### src/rtl/dmem_arbiter_if.sv
// Requester-side handshake and memory-side bus shared by the data-memory arbiter.
// slave = arbiter view; master = requesters plus the memory instance.
interface dmem_arbiter_if #(
  parameter int unsigned AW = 10,
  parameter int unsigned DW = 16
);
  logic          req0;
  logic          req1;
  logic          we0;
  logic          we1;
  logic [AW-1:0] addr0;
  logic [AW-1:0] addr1;
  logic [DW-1:0] wdata0;
  logic [DW-1:0] wdata1;
  logic          gnt0;
  logic          gnt1;
  logic          rvalid0;
  logic          rvalid1;
  logic [DW-1:0] rdata;
  logic          mem_wr_en;
  logic [AW-1:0] mem_wr_adr;
  logic [DW-1:0] mem_dat_in;
  logic [AW-1:0] mem_rd_adr;
  logic [DW-1:0] mem_dat_out;

  modport slave (
    input  req0, req1, we0, we1, addr0, addr1, wdata0, wdata1, mem_dat_out,
    output gnt0, gnt1, rvalid0, rvalid1, rdata,
    output mem_wr_en, mem_wr_adr, mem_dat_in, mem_rd_adr
  );

  modport master (
    output req0, req1, we0, we1, addr0, addr1, wdata0, wdata1, mem_dat_out,
    input  gnt0, gnt1, rvalid0, rvalid1, rdata,
    input  mem_wr_en, mem_wr_adr, mem_dat_in, mem_rd_adr
  );
endinterface

### src/rtl/dmem_arbiter.sv
// Two-port round-robin arbiter in front of one synchronous-read data memory,
// with read-return routing and per-port saturating stall counters.
module dmem_arbiter #(
  parameter int unsigned AW     = 10,
  parameter int unsigned DW     = 16,
  parameter int unsigned RD_LAT = 1,
  parameter int unsigned CNT_W  = 16
) (
  input  logic             clk,
  input  logic             reset,
  dmem_arbiter_if.slave    bus,
  output logic [2:0]       rd_pending,
  output logic [CNT_W-1:0] stall0,
  output logic [CNT_W-1:0] stall1
);

  typedef enum logic {
    PORT0 = 1'b0,
    PORT1 = 1'b1
  } port_e;

  port_e           last_q;
  port_e           last_d;
  logic            gnt0;
  logic            gnt1;
  logic            rd_gnt;
  logic [RD_LAT-1:0] vld_q;
  logic [RD_LAT-1:0] pid_q;
  logic [RD_LAT:0]   vld_sh;
  logic [RD_LAT:0]   pid_sh;
  logic            ret_vld;
  logic            ret_pid;

  // State register: last_grant
  always_ff @(posedge clk) begin
    if (reset) last_q <= PORT1;
    else       last_q <= last_d;
  end

  // Next state: only cycles carrying a grant move last_grant
  always_comb begin
    last_d = last_q;
    if (gnt0)      last_d = PORT0;
    else if (gnt1) last_d = PORT1;
  end

  // Outputs: grant decision and memory port drive
  always_comb begin
    gnt0           = 1'b0;
    gnt1           = 1'b0;
    bus.mem_wr_en  = 1'b0;
    bus.mem_wr_adr = '0;
    bus.mem_rd_adr = '0;
    bus.mem_dat_in = '0;
    if (!reset) begin
      if (bus.req0 && bus.req1) begin
        gnt0 = (last_q == PORT1);
        gnt1 = (last_q == PORT0);
      end else begin
        gnt0 = bus.req0;
        gnt1 = bus.req1;
      end
    end
    if (gnt0) begin
      bus.mem_wr_en  = bus.we0;
      bus.mem_wr_adr = bus.addr0;
      bus.mem_rd_adr = bus.addr0;
      bus.mem_dat_in = bus.wdata0;
    end else if (gnt1) begin
      bus.mem_wr_en  = bus.we1;
      bus.mem_wr_adr = bus.addr1;
      bus.mem_rd_adr = bus.addr1;
      bus.mem_dat_in = bus.wdata1;
    end
  end

  assign bus.gnt0 = gnt0;
  assign bus.gnt1 = gnt1;
  assign rd_gnt   = (gnt0 && !bus.we0) || (gnt1 && !bus.we1);

  // The shifted-in vectors double as the shift source and the return tap,
  // so RD_LAT = 1 needs no special case.
  assign vld_sh  = {vld_q, rd_gnt};
  assign pid_sh  = {pid_q, gnt1};
  assign ret_vld = vld_sh[RD_LAT];
  assign ret_pid = pid_sh[RD_LAT];

  always_ff @(posedge clk) begin
    if (reset) begin
      vld_q <= '0;
      pid_q <= '0;
    end else begin
      vld_q <= vld_sh[RD_LAT-1:0];
      pid_q <= pid_sh[RD_LAT-1:0];
    end
  end

  assign bus.rvalid0 = ret_vld && !ret_pid;
  assign bus.rvalid1 = ret_vld && ret_pid;
  assign bus.rdata   = bus.mem_dat_out;

  always_ff @(posedge clk) begin
    if (reset) begin
      rd_pending <= '0;
    end else begin
      case ({rd_gnt, ret_vld})
        2'b10:   rd_pending <= rd_pending + 3'd1;
        2'b01:   rd_pending <= rd_pending - 3'd1;
        default: rd_pending <= rd_pending;
      endcase
    end
  end

  always_ff @(posedge clk) begin
    if (reset) begin
      stall0 <= '0;
      stall1 <= '0;
    end else begin
      if (bus.req0 && !gnt0 && (stall0 != '1)) stall0 <= stall0 + CNT_W'(1);
      if (bus.req1 && !gnt1 && (stall1 != '1)) stall1 <= stall1 + CNT_W'(1);
    end
  end

endmodule

### src/flat_wrapper.sv
// flat-port wrapper written by rule: the top's interface ports become plain ports
module dmem_arbiter_flat 
#(
  parameter int unsigned AW     = 10,
  parameter int unsigned DW     = 16,
  parameter int unsigned RD_LAT = 1,
  parameter int unsigned CNT_W  = 16
)
  (clk, reset, rd_pending, stall0, stall1, bus_req0, bus_req1, bus_we0, bus_we1, bus_addr0, bus_addr1, bus_wdata0, bus_wdata1, bus_mem_dat_out, bus_gnt0, bus_gnt1, bus_rvalid0, bus_rvalid1, bus_rdata, bus_mem_wr_en, bus_mem_wr_adr, bus_mem_dat_in, bus_mem_rd_adr);
  dmem_arbiter_if #(.AW(AW), .DW(DW)) bus_i ();
  input  logic clk;
  input  logic reset;
  output logic [2:0] rd_pending;
  output logic [CNT_W-1:0] stall0;
  output logic [CNT_W-1:0] stall1;
  input wire logic [$bits(bus_i.req0)-1:0] bus_req0;
  input wire logic [$bits(bus_i.req1)-1:0] bus_req1;
  input wire logic [$bits(bus_i.we0)-1:0] bus_we0;
  input wire logic [$bits(bus_i.we1)-1:0] bus_we1;
  input wire logic [$bits(bus_i.addr0)-1:0] bus_addr0;
  input wire logic [$bits(bus_i.addr1)-1:0] bus_addr1;
  input wire logic [$bits(bus_i.wdata0)-1:0] bus_wdata0;
  input wire logic [$bits(bus_i.wdata1)-1:0] bus_wdata1;
  input wire logic [$bits(bus_i.mem_dat_out)-1:0] bus_mem_dat_out;
  output wire logic [$bits(bus_i.gnt0)-1:0] bus_gnt0;
  output wire logic [$bits(bus_i.gnt1)-1:0] bus_gnt1;
  output wire logic [$bits(bus_i.rvalid0)-1:0] bus_rvalid0;
  output wire logic [$bits(bus_i.rvalid1)-1:0] bus_rvalid1;
  output wire logic [$bits(bus_i.rdata)-1:0] bus_rdata;
  output wire logic [$bits(bus_i.mem_wr_en)-1:0] bus_mem_wr_en;
  output wire logic [$bits(bus_i.mem_wr_adr)-1:0] bus_mem_wr_adr;
  output wire logic [$bits(bus_i.mem_dat_in)-1:0] bus_mem_dat_in;
  output wire logic [$bits(bus_i.mem_rd_adr)-1:0] bus_mem_rd_adr;
  assign bus_i.req0 = bus_req0;
  assign bus_i.req1 = bus_req1;
  assign bus_i.we0 = bus_we0;
  assign bus_i.we1 = bus_we1;
  assign bus_i.addr0 = bus_addr0;
  assign bus_i.addr1 = bus_addr1;
  assign bus_i.wdata0 = bus_wdata0;
  assign bus_i.wdata1 = bus_wdata1;
  assign bus_i.mem_dat_out = bus_mem_dat_out;
  assign bus_gnt0 = bus_i.gnt0;
  assign bus_gnt1 = bus_i.gnt1;
  assign bus_rvalid0 = bus_i.rvalid0;
  assign bus_rvalid1 = bus_i.rvalid1;
  assign bus_rdata = bus_i.rdata;
  assign bus_mem_wr_en = bus_i.mem_wr_en;
  assign bus_mem_wr_adr = bus_i.mem_wr_adr;
  assign bus_mem_dat_in = bus_i.mem_dat_in;
  assign bus_mem_rd_adr = bus_i.mem_rd_adr;
  dmem_arbiter #(.AW(AW), .DW(DW), .RD_LAT(RD_LAT), .CNT_W(CNT_W)) u_core (.clk(clk), .reset(reset), .bus(bus_i), .rd_pending(rd_pending), .stall0(stall0), .stall1(stall1));
endmodule
### config.mk
export PLATFORM = sky130hd
export DESIGN_NAME = dmem_arbiter_flat
export DESIGN_NICKNAME = d
export VERILOG_FILES = /design/src/rtl/dmem_arbiter_if.sv /design/src/rtl/dmem_arbiter.sv /design/src/flat_wrapper.sv
export SDC_FILE = /design/constraint.sdc
export NUM_CORES = 1
export LEC_CHECK = 0
export CORE_ASPECT_RATIO = 1.75
export CORE_MARGIN = 2
export CORE_UTILIZATION = 38
export DETAILED_ROUTE_END_ITERATION = 8
export PLACE_DENSITY_LB_ADDON = 0.25
export SLEW_MARGIN = 20
export SYNTH_ARGS = -nofsm -noshare
export SYNTH_HDL_FRONTEND = slang
export SYNTH_SLANG_ARGS = --single-unit
### constraint.sdc
create_clock -name clk -period 4.5 [get_ports clk]
set_input_delay 0.9 -clock clk [delete_from_list [all_inputs] [get_ports clk]]
set_output_delay 0.9 -clock clk [all_outputs]
set_load 0.03 [all_outputs]
After elaboration in Yosys (flattened, before gate mapping)
Index checks and enable logic that the tools add are counted.
{"block": "word_totals", "out_inout_bits": 92, "inputBits": 74, "reg_bits": 38}
{"block": "classes", "n_eq_ne": 4, "mux": 13, "add_sub_neg": 4, "n_bitwise": 1, "n_reduce_logical": 17}
{"cell": "adder 16 x 1 -> 16 bit (second input constant)", "n": 2}
{"cell": "2-to-1 mux 16 bit", "n": 2}
{"cell": "!= test 16 bit (second input constant)", "n": 2}
{"cell": "2-to-1 mux 10 bit", "n": 2}
{"cell": "logical AND 1 bit", "n": 9}
{"cell": "2-to-1 mux 1 bit", "n": 8}
{"cell": "case mux 3 bit (2 select lines)", "n": 1}
{"cell": "logical NOT 1 bit", "n": 5}
{"cell": "nonzero test 2 bit", "n": 2}
{"cell": "adder 3 x 1 -> 3 bit (second input constant)", "n": 1}
{"cell": "subtractor 3 x 1 -> 3 bit (second input constant)", "n": 1}
{"cell": "equality test 2 x 1 -> 1 bit (second input constant)", "n": 1}
{"cell": "equality test 2 bit (second input constant)", "n": 1}
{"cell": "logical OR 1 bit", "n": 1}
{"cell": "inverter 1 bit", "n": 1}

Depth between registers and ports, before layout
Gate-level depths: netlist (run 1).
{"block": "depth", "word_depth": 7, "ltp_mapped": 10, "depth_no_buf": 10}

Worst setup path after synthesis (run 1)
Ideal clock, no wire load.
{"block": "synth_path", "path_kind": "input-to-output", "startpoint": "input bus_req0", "endpoint": "output bus_mem_wr_adr[0]", "cell_stages": 7, "arrival_ns": 2.739, "t_required_ns": 3.600, "path_buffers": 3, "slack_ns": 0.861, "cell_sequence": "buf_4 a21oi_1 nand2_1 inv_2 buf_1 a22o_1 buf_4"}
{"block": "synth_between", "elab_chain_cells": 5}
{"item": "start: declaration", "line": "flat_wrapper.sv:16", "rtl": "input wire logic [$bits(bus_i.req0)-1:0] bus_req0;"}
{"item": "logical AND 1 bit", "line": "dmem_arbiter.sv:56", "rtl": "if (bus.req0 && bus.req1) begin"}
{"item": "2-to-1 mux 1 bit", "line": "dmem_arbiter.sv:56"}
{"item": "2-to-1 mux 1 bit", "line": "dmem_arbiter.sv:55", "rtl": "if (!reset) begin"}
{"item": "named net bus_gnt1", "line": "flat_wrapper.sv:26", "rtl": "output wire logic [$bits(bus_i.gnt1)-1:0] bus_gnt1;"}
{"item": "2-to-1 mux 10 bit (2 in a row)"}
{"item": "end: declaration", "line": "flat_wrapper.sv:31", "rtl": "output wire logic [$bits(bus_i.mem_wr_adr)-1:0] bus_mem_wr_adr;"}
The timed path passes the listed nets, and every way through them passes these cells.

Worst setup path after layout (run 1)
{"block": "layout_path", "startpoint": "input reset", "endpoint": "output bus_mem_rd_adr[6]"}
{"block": "layout_between", "elab_chain_cells": 3}
{"item": "start: declaration", "line": "flat_wrapper.sv:12", "rtl": "input logic reset;"}
{"item": "2-to-1 mux 1 bit", "line": "dmem_arbiter.sv:55"}
{"item": "2-to-1 mux 10 bit", "line": "dmem_arbiter.sv:69", "rtl": "end else if (gnt1) begin"}
{"item": "2-to-1 mux 10 bit (*)", "line": "dmem_arbiter.sv:64", "rtl": "if (gnt0) begin"}
{"item": "end: declaration", "line": "flat_wrapper.sv:33", "rtl": "output wire logic [$bits(bus_i.mem_rd_adr)-1:0] bus_mem_rd_adr;"}
Mark *: on every way between the ends. The rest lies on a longest branch, timed or not.

==> results of run 1 <==
[sequential cells by signal, summed over array words and instances, names as in the netlist]
name / cells
u_core.rd_pending: 3
u_core.last_q: 1
u_core.stall1: 16
u_core.stall0: 16
u_core.pid_q: 1
u_core.ret_vld: 1
[power groups by stage]
stage                     sequential, uW  combinational (uW)  clock (uW)
after floorplan                      370                 143           0
after detailed placement             360                 233           0
after global placement               360                 232           0
final                                352                 233         246
after global routing                 353                 246         264
after CTS                            352                 234         255
[metrics by stage]
| step | total power (uW) | hold WS, ps | instance area, sq um |
|---|---|---|---|
| after floorplan | 513.1 | 464.5 | 2450 |
| after global placement | 591.4 | 487.2 | 3563 |
| after detailed placement | 593.2 | 492.3 | 3563 |
| after CTS | 840.3 | 502.7 | 3655 |
| after global routing | 863.5 | 527.6 | 3655 |
| final | 830.9 | 496.3 | 3655 |
[Yosys cell counts (all sizes together), types with 3 or more instances]
master   n  area [sq um]
a211oi   5         37.54
a21oi   27         135.1
a22o    27         236.5
buf     33         236.5
clkbuf   4         15.01
dfxtp   38         760.7
ha       3         37.54
inv     13         48.80
mux2     4         45.04
nand2   21         78.83
nand3   11         55.05
nand4    7         50.05
nor2    10         37.54
nor2b    5         31.28
nor3     3         20.02
nor4     8         50.05
o21ai   11         55.05
o31ai   12         90.09
or3      9         57.56
or4     13         101.4
[metal layers]
layer	share of wire (%)	track usage (%)
met3	14	11.07
met4	4.1	12.61
met1	32	20.08
met5	0	0
met2	50	41.15
[final cells by class]
cell class | count | area share [%]
inverters | 13 | 1.335
repair buffers | 138 | 34.85
clock buffers | 7 | 2.362
multi-input cells | 206 | 37.76
well taps | 80 | 2.739
clock inverters | 1 | 0.1369
flip-flops and latches | 38 | 20.81
[logic make-up after synthesis]
kind of cell             after synthesis  synth area share (%)
AO/OA/AOI/OAI                        100                 28.91
AND/OR/NAND/NOR                       95                 22.12
buffers and inverters                 51                 12.61
flip-flops                            38                 31.05
multiplexers                           5                 2.247
adder cells (fa/ha/maj)                4                 2.350
XOR/XNOR                               2                0.7151
[worst register-to-register path: stages, from the launching register on]
cell and delay [ps]:
dfxtp_1 350, and2b_2 280, nor2_1 60, nand2_1 130, o22a_1 170, ha_1 180
inv_1 60, fa_1 370, xor2_1 160, or3_1 300, a21oi_1 130
[how the worst max path moves through the flow]
stage | slack (ps) | depth (start not counted) | from | endpoint
after floorplan | 860 | 7 | bus_req0 | bus_mem_wr_adr[0]
after global placement | 770 | 6 | bus_req1 | bus_gnt0
after detailed placement | 750 | 6 | bus_req1 | bus_gnt0
after CTS | 740 | 6 | reset | bus_mem_rd_adr[6]
after global routing | 610 | 6 | reset | bus_mem_wr_adr[6]
final | 710 | 6 | reset | bus_mem_rd_adr[6]
==> reports/qor.json, run 1 <==
{
  "postSynthNetCount": {"value": 373},
  "run_status": {"value": "completed"},
  "antenna_left": {"value": 0},
  "max-vdd-ir-drop": {"value": 0.1422, "unit": "mV"},
  "cts_max_level": {"value": 2},
  "cts.sink_count": {"value": 38},
  "dieHeight": {"value": 110.2, "unit": "um"},
  "drtPass1Iterations": {"value": 4},
  "max_freq": {"value": 264.1, "unit": "MHz"},
  "async_reset_ff_share": {"value": 0, "unit": "%"},
  "die_area": {"value": 0.007130, "unit": "sq mm"},
  "finalWorstSetupSlack": {"value": 714.1, "unit": "ps"},
  "critical_path.startpoint_type": {"value": "input port"},
  "most-common-layout-cells": {"value": "clkdlybuf4s50_1, buf_4, dfxtp_1, a21oi_1, a22o_1"},
  "detail_route.wl_per_cell": {"value": 16.99, "unit": "um"},
  "grt_overflow": {"value": 0},
  "antenna_cells": {"value": 0},
  "finClkSkew": {"value": 6.897, "unit": "ps"},
  "tritoncts.num_buffers": {"value": 5},
  "post_synthesis_cell_area": {"value": 0.002450, "unit": "sq mm"},
  "vias": {"value": 2730},
  "ctsLongestPathBuffers": {"value": 2},
  "area_delta_synth_final": {"value": 49.18, "unit": "%"},
  "yosys_register_bits": {"value": 38},
  "grt_pass1_wl": {"value": 12250, "unit": "um"},
  "share_comb_of_total_power": {"value": 28.0, "unit": "%"},
  "p_per_area": {"value": 227.4, "unit": "mW/mm^2"},
  "design.portCount": {"value": 166},
  "die_x": {"value": 64.70, "unit": "um"},
  "final_max_slew_viol_count": {"value": 0},
  "total_leakage_power": {"value": 0.001321, "unit": "uW"},
  "cts_root_buf": {"value": "clkbuf_8"},
  "tightest_slew": {"value": 582.2, "unit": "ps"},
  "power.share.switching": {"value": 30.42, "unit": "%"},
  "syn_area_per_cell": {"value": 8.305, "unit": "sq um"},
  "critPathBufInv": {"value": 3},
  "setup_viol_count_final": {"value": 0},
  "timing.setup.critical_path_class": {"value": "input port to output pin"},
  "synth-edff-count": {"value": 0},
  "gp_congestion": {"value": 0.8696},
  "synthesis.instances": {"value": 295},
  "seq_area": {"value": 760.7, "unit": "sq um"},
  "effective_utilization_at_floorplan": {"value": 39.33, "unit": "%"},
  "critical-path-max-stage-delay": {"value": 650, "unit": "ps"},
  "cts_post_setup_buffers_inserted": {"value": 0},
  "hold-path-cell-count": {"value": 2},
  "num_rows": {"value": 38},
  "reg2reg_slack": {"value": 2230, "unit": "ps"},
  "power.share.clock": {"value": 29.6, "unit": "%"},
  "hold_path_startpoint": {"value": "u_core.rd_pending[2]$_SDFFE_PP0P_"},
  "routed_wirelength": {"value": 8208, "unit": "um"},
  "nNetsFinal": {"value": 480},
  "dpl.hpwl": {"value": 6556, "unit": "um"},
  "post-place-ws": {"value": 745.7, "unit": "ps"},
  "crit_path_top_delay_cell": {"value": "clkdlybuf4s50_1"},
  "worst_setup_hold_path_clk_slew": {"value": 70, "unit": "ps"},
  "layout-drive-gt1-share": {"value": 15.88, "unit": "%"},
  "placeableCoreArea": {"value": 0.006228, "unit": "sq mm"},
  "grt.total_usage": {"value": 22.62, "unit": "%"},
  "multi_input_area": {"value": 0.001380, "unit": "sq mm"},
  "sequential_share_of_power": {"value": 42.4, "unit": "%"},
  "post_cts_resize_count": {"value": 0},
  "drv_cap": {"value": 0},
  "r2r-start": {"value": "u_core.last_q$_SDFFE_PP1P_"},
  "remaining_drc_errors": {"value": 0},
  "cp.required": {"value": 3600, "unit": "ps"},
  "antenna_found_initial": {"value": 0},
  "tritoncts_clock_tree": {"value": "yes"},
  "mostFrequentLayoutCell": {"value": "clkdlybuf4s50_1"},
  "hold_viol": {"value": 0},
  "critPathMaxFanout": {"value": 28},
  "power.internal": {"value": 578.1, "unit": "uW"},
  "period_share": {"value": 84.13, "unit": "%"},
  "grt_setup_unrepaired": {"value": "no"},
  "worst_ep_arrival_time": {"value": 2890, "unit": "ps"},
  "cp_top_family": {"value": "buffers and inverters"},
  "reg_to_reg_critical_path_endpoint": {"value": "u_core.rd_pending[2]$_SDFFE_PP0P_"},
  "path_cells": {"value": "clkdlybuf4s50_1 -> a21oi_1 -> nand2_1 -> inv_2 -> a22o_1 -> buf_4"},
  "setup.worst_path.end_class": {"value": "output pin"},
  "final_period_minus_worst_setup_slack": {"value": 3786, "unit": "ps"},
  "grt_max_degree": {"value": 35},
  "avgViaCountPerCell": {"value": 5.652},
  "number_of_unique_standard_cell_types_used_by_synthesis": {"value": 52},
  "timing.max_slew.rel_slack": {"value": 60.98, "unit": "%"},
  "numPlacedInstances": {"value": 475},
  "fin_cells": {"value": 483},
  "hold_crit_class": {"value": "flip-flop to flip-flop"},
  "cts.hold.buffers_added": {"value": 0},
  "holdPathEnd": {"value": "u_core.rd_pending[2]$_SDFFE_PP0P_"},
  "worst_skew_pair.late_latency": {"value": 300, "unit": "ps"},
  "nFillCells": {"value": 602},
  "synth_seq_area_share": {"value": 31.05, "unit": "%"},
  "total_switching_power": {"value": 252.8, "unit": "uW"},
  "tns": {"value": 0, "unit": "ps"},
  "final_core_utilization": {"value": 58.68, "unit": "%"},
  "io_buffers": {"value": 133},
  "timing.reg2reg.worst_path_depth": {"value": 10},
  "drt_iter0_markers": {"value": 83},
  "ys_warn_count": {"value": 0},
  "synth-main-ff-cell": {"value": "dfxtp_1"},
  "grt_pass1_vias": {"value": 2567}
}
Power figures use the tool's default switching activity.
==> run 2, diff against run 1 <==
- CORE_UTILIZATION: 38 -> 36
- clock period: 4.5 -> 3.52 ns (I/O delays scaled with it)
==> run 2 against run 1 <==
- cell area rose by 3.3%
- cell count is 0.62% higher
- total power increased by 53%
- global-route usage decreased by 0.43 points
- sequential share of layout area fell by 0.66 points
- wire length grew 3.9%
- clock power is 110% higher
- core utilization decreased by 0.97 points
- sequential power rose by 28%
- via count is 1.2% higher
- non-clock buffer count is 1 higher
- combinational power grew 32%
==> reports/qor.json, run 2 (synthesized netlist as in run 1, its figures left out) <==
{
  "antenna_left": {"value": 0},
  "setup.worst_path.end_class": {"value": "output pin"},
  "max_freq": {"value": 314.3, "unit": "MHz"},
  "final_period_minus_worst_setup_slack": {"value": 3182, "unit": "ps"},
  "tns": {"value": 0, "unit": "ps"},
  "area_delta_synth_final": {"value": 54.03, "unit": "%"},
  "critical_path.startpoint_type": {"value": "input port"},
  "setup_viol_count_final": {"value": 0},
  "hold_viol": {"value": 0},
  "placeableCoreArea": {"value": 0.006539, "unit": "sq mm"},
  "remaining_drc_errors": {"value": 0},
  "run_status": {"value": "completed"},
  "detail_route.wl_per_cell": {"value": 17.54, "unit": "um"},
  "p_per_area": {"value": 336.5, "unit": "mW/mm^2"},
  "finalPower": {"value": 1270, "unit": "uW"},
  "gp_congestion": {"value": 0.8552},
  "tritoncts_clock_tree": {"value": "yes"},
  "hold_crit_class": {"value": "flip-flop to flip-flop"},
  "grt_setup_unrepaired": {"value": "no"},
  "grt_pass1_vias": {"value": 2560},
  "finClkSkew": {"value": 4.625, "unit": "ps"},
  "grt_overflow": {"value": 0},
  "cts.hold.buffers_added": {"value": 0},
  "grt.total_usage": {"value": 22.19, "unit": "%"},
  "num_rows": {"value": 39},
  "tritoncts.num_buffers": {"value": 5},
  "cp.required": {"value": 2820, "unit": "ps"},
  "top_registers": {"value": "u_core.stall0 (16), u_core.stall1 (16), u_core.rd_pending (3)"},
  "critPathMaxFanout": {"value": 28},
  "timing.setup.critical_path_class": {"value": "input port to output pin"},
  "dpl.hpwl": {"value": 6863, "unit": "um"},
  "cts_max_level": {"value": 2},
  "nFillCells": {"value": 609},
  "worst_ep_arrival_time": {"value": 2480, "unit": "ps"},
  "most-common-layout-cells": {"value": "clkdlybuf4s50_1, buf_4, dfxtp_1, a21oi_1, a22o_1"},
  "max-vdd-ir-drop": {"value": 0.2849, "unit": "mV"},
  "die_area": {"value": 0.007507, "unit": "sq mm"},
  "grt_pass1_wl": {"value": 12730, "unit": "um"},
  "period_share": {"value": 90.40, "unit": "%"},
  "antenna_found_initial": {"value": 0},
  "avgViaCountPerCell": {"value": 5.685},
  "die_x": {"value": 66.36, "unit": "um"},
  "cts_post_setup_buffers_inserted": {"value": 0},
  "total_leakage_power": {"value": 0.001372, "unit": "uW"},
  "drv_cap": {"value": 0},
  "cts_root_buf": {"value": "clkbuf_16"},
  "drt_iter0_markers": {"value": 68},
  "tightest_slew": {"value": 1046, "unit": "ps"},
  "nNetsFinal": {"value": 481},
  "io_buffers": {"value": 133},
  "dieHeight": {"value": 113.1, "unit": "um"},
  "grt_max_degree": {"value": 34},
  "effective_utilization_at_floorplan": {"value": 37.47, "unit": "%"},
  "worst_skew_pair.late_latency": {"value": 280, "unit": "ps"},
  "mostFrequentLayoutCell": {"value": "clkdlybuf4s50_1"},
  "cts.sink_count": {"value": 38},
  "routed_wirelength": {"value": 8526, "unit": "um"},
  "worst_setup_hold_path_clk_slew": {"value": 60, "unit": "ps"},
  "ctsLongestPathBuffers": {"value": 2},
  "design.portCount": {"value": 166},
  "post_cts_resize_count": {"value": 0},
  "antenna_cells": {"value": 0},
  "timing.max_slew.rel_slack": {"value": 29.59, "unit": "%"},
  "drtPass1Iterations": {"value": 4},
  "layout-drive-gt1-share": {"value": 16.58, "unit": "%"},
  "final_max_slew_viol_count": {"value": 0},
  "vias": {"value": 2763}
}
## run 2: area by class of cell
type | instances | area [sq um] | share of cell area, %
clock buffers | 5 | 125.1 | 3.316
clock inverters | 3 | 40.04 | 1.061
inverters | 13 | 48.80 | 1.293
multi-input cells | 206 | 1380 | 36.57
flip-flops and latches | 38 | 760.7 | 20.16
well taps | 82 | 102.6 | 2.719
repair buffers | 139 | 1316 | 34.88
## run 2: critical path: stages
cell and delay (ps):
clkdlybuf4s50_1 460, a21oi_1 290, nand2_1 200, inv_2 390, a22o_1 290, buf_12 140
## run 2: path summary, 6_finish.rpt
path                                           from                                 to  slack [ps]  depth (start not counted)
setup reg to reg      u_core.stall1[0]$_SDFFE_PP0P_      u_core.stall1[0]$_SDFFE_PP0P_         960                          6
hold / removal    u_core.rd_pending[2]$_SDFFE_PP0P_  u_core.rd_pending[2]$_SDFFE_PP0P_         490                          2
setup / recovery                              reset                  bus_mem_dat_in[4]         340                          6
hold reg to reg   u_core.rd_pending[2]$_SDFFE_PP0P_  u_core.rd_pending[2]$_SDFFE_PP0P_         490                          2
## run 2: through the flow
| stage | hold WS [ps] | worst slack, ps | util [%] | instances | cell area [sq um] |
|---|---|---|---|---|---|
| detailed placement | 480.3 | 359.9 | 55.19 | 478 | 3608 |
| global route | 507.8 | 242.3 | 57.71 | 486 | 3774 |
| CTS | 488.4 | 355.8 | 57.71 | 486 | 3774 |
| global placement | 469.9 | 409.8 | 55.19 | 478 | 3608 |
| floorplan | 464.5 | 272.5 | - | 295 | 2450 |
| finish | 487.9 | 338.0 | 57.71 | 486 | 3774 |
## run 2: layer usage
layer | vias to the layer above | track usage [%] | wire length [um]
li1 | 1325 | - | -
met1 | 1269 | 20.43 | 2812
met2 | 143 | 41.47 | 4473
met3 | 26 | 10.04 | 1051
met4 | 0 | 7.483 | 187
met5 | - | 0 | 0
## run 2: report_power, final
group          internal, uW  switching [uW]  total, uW
clock network           332             181        513
logic                   147             159        307
registers               440            10.2        450
total                   919             351       1270
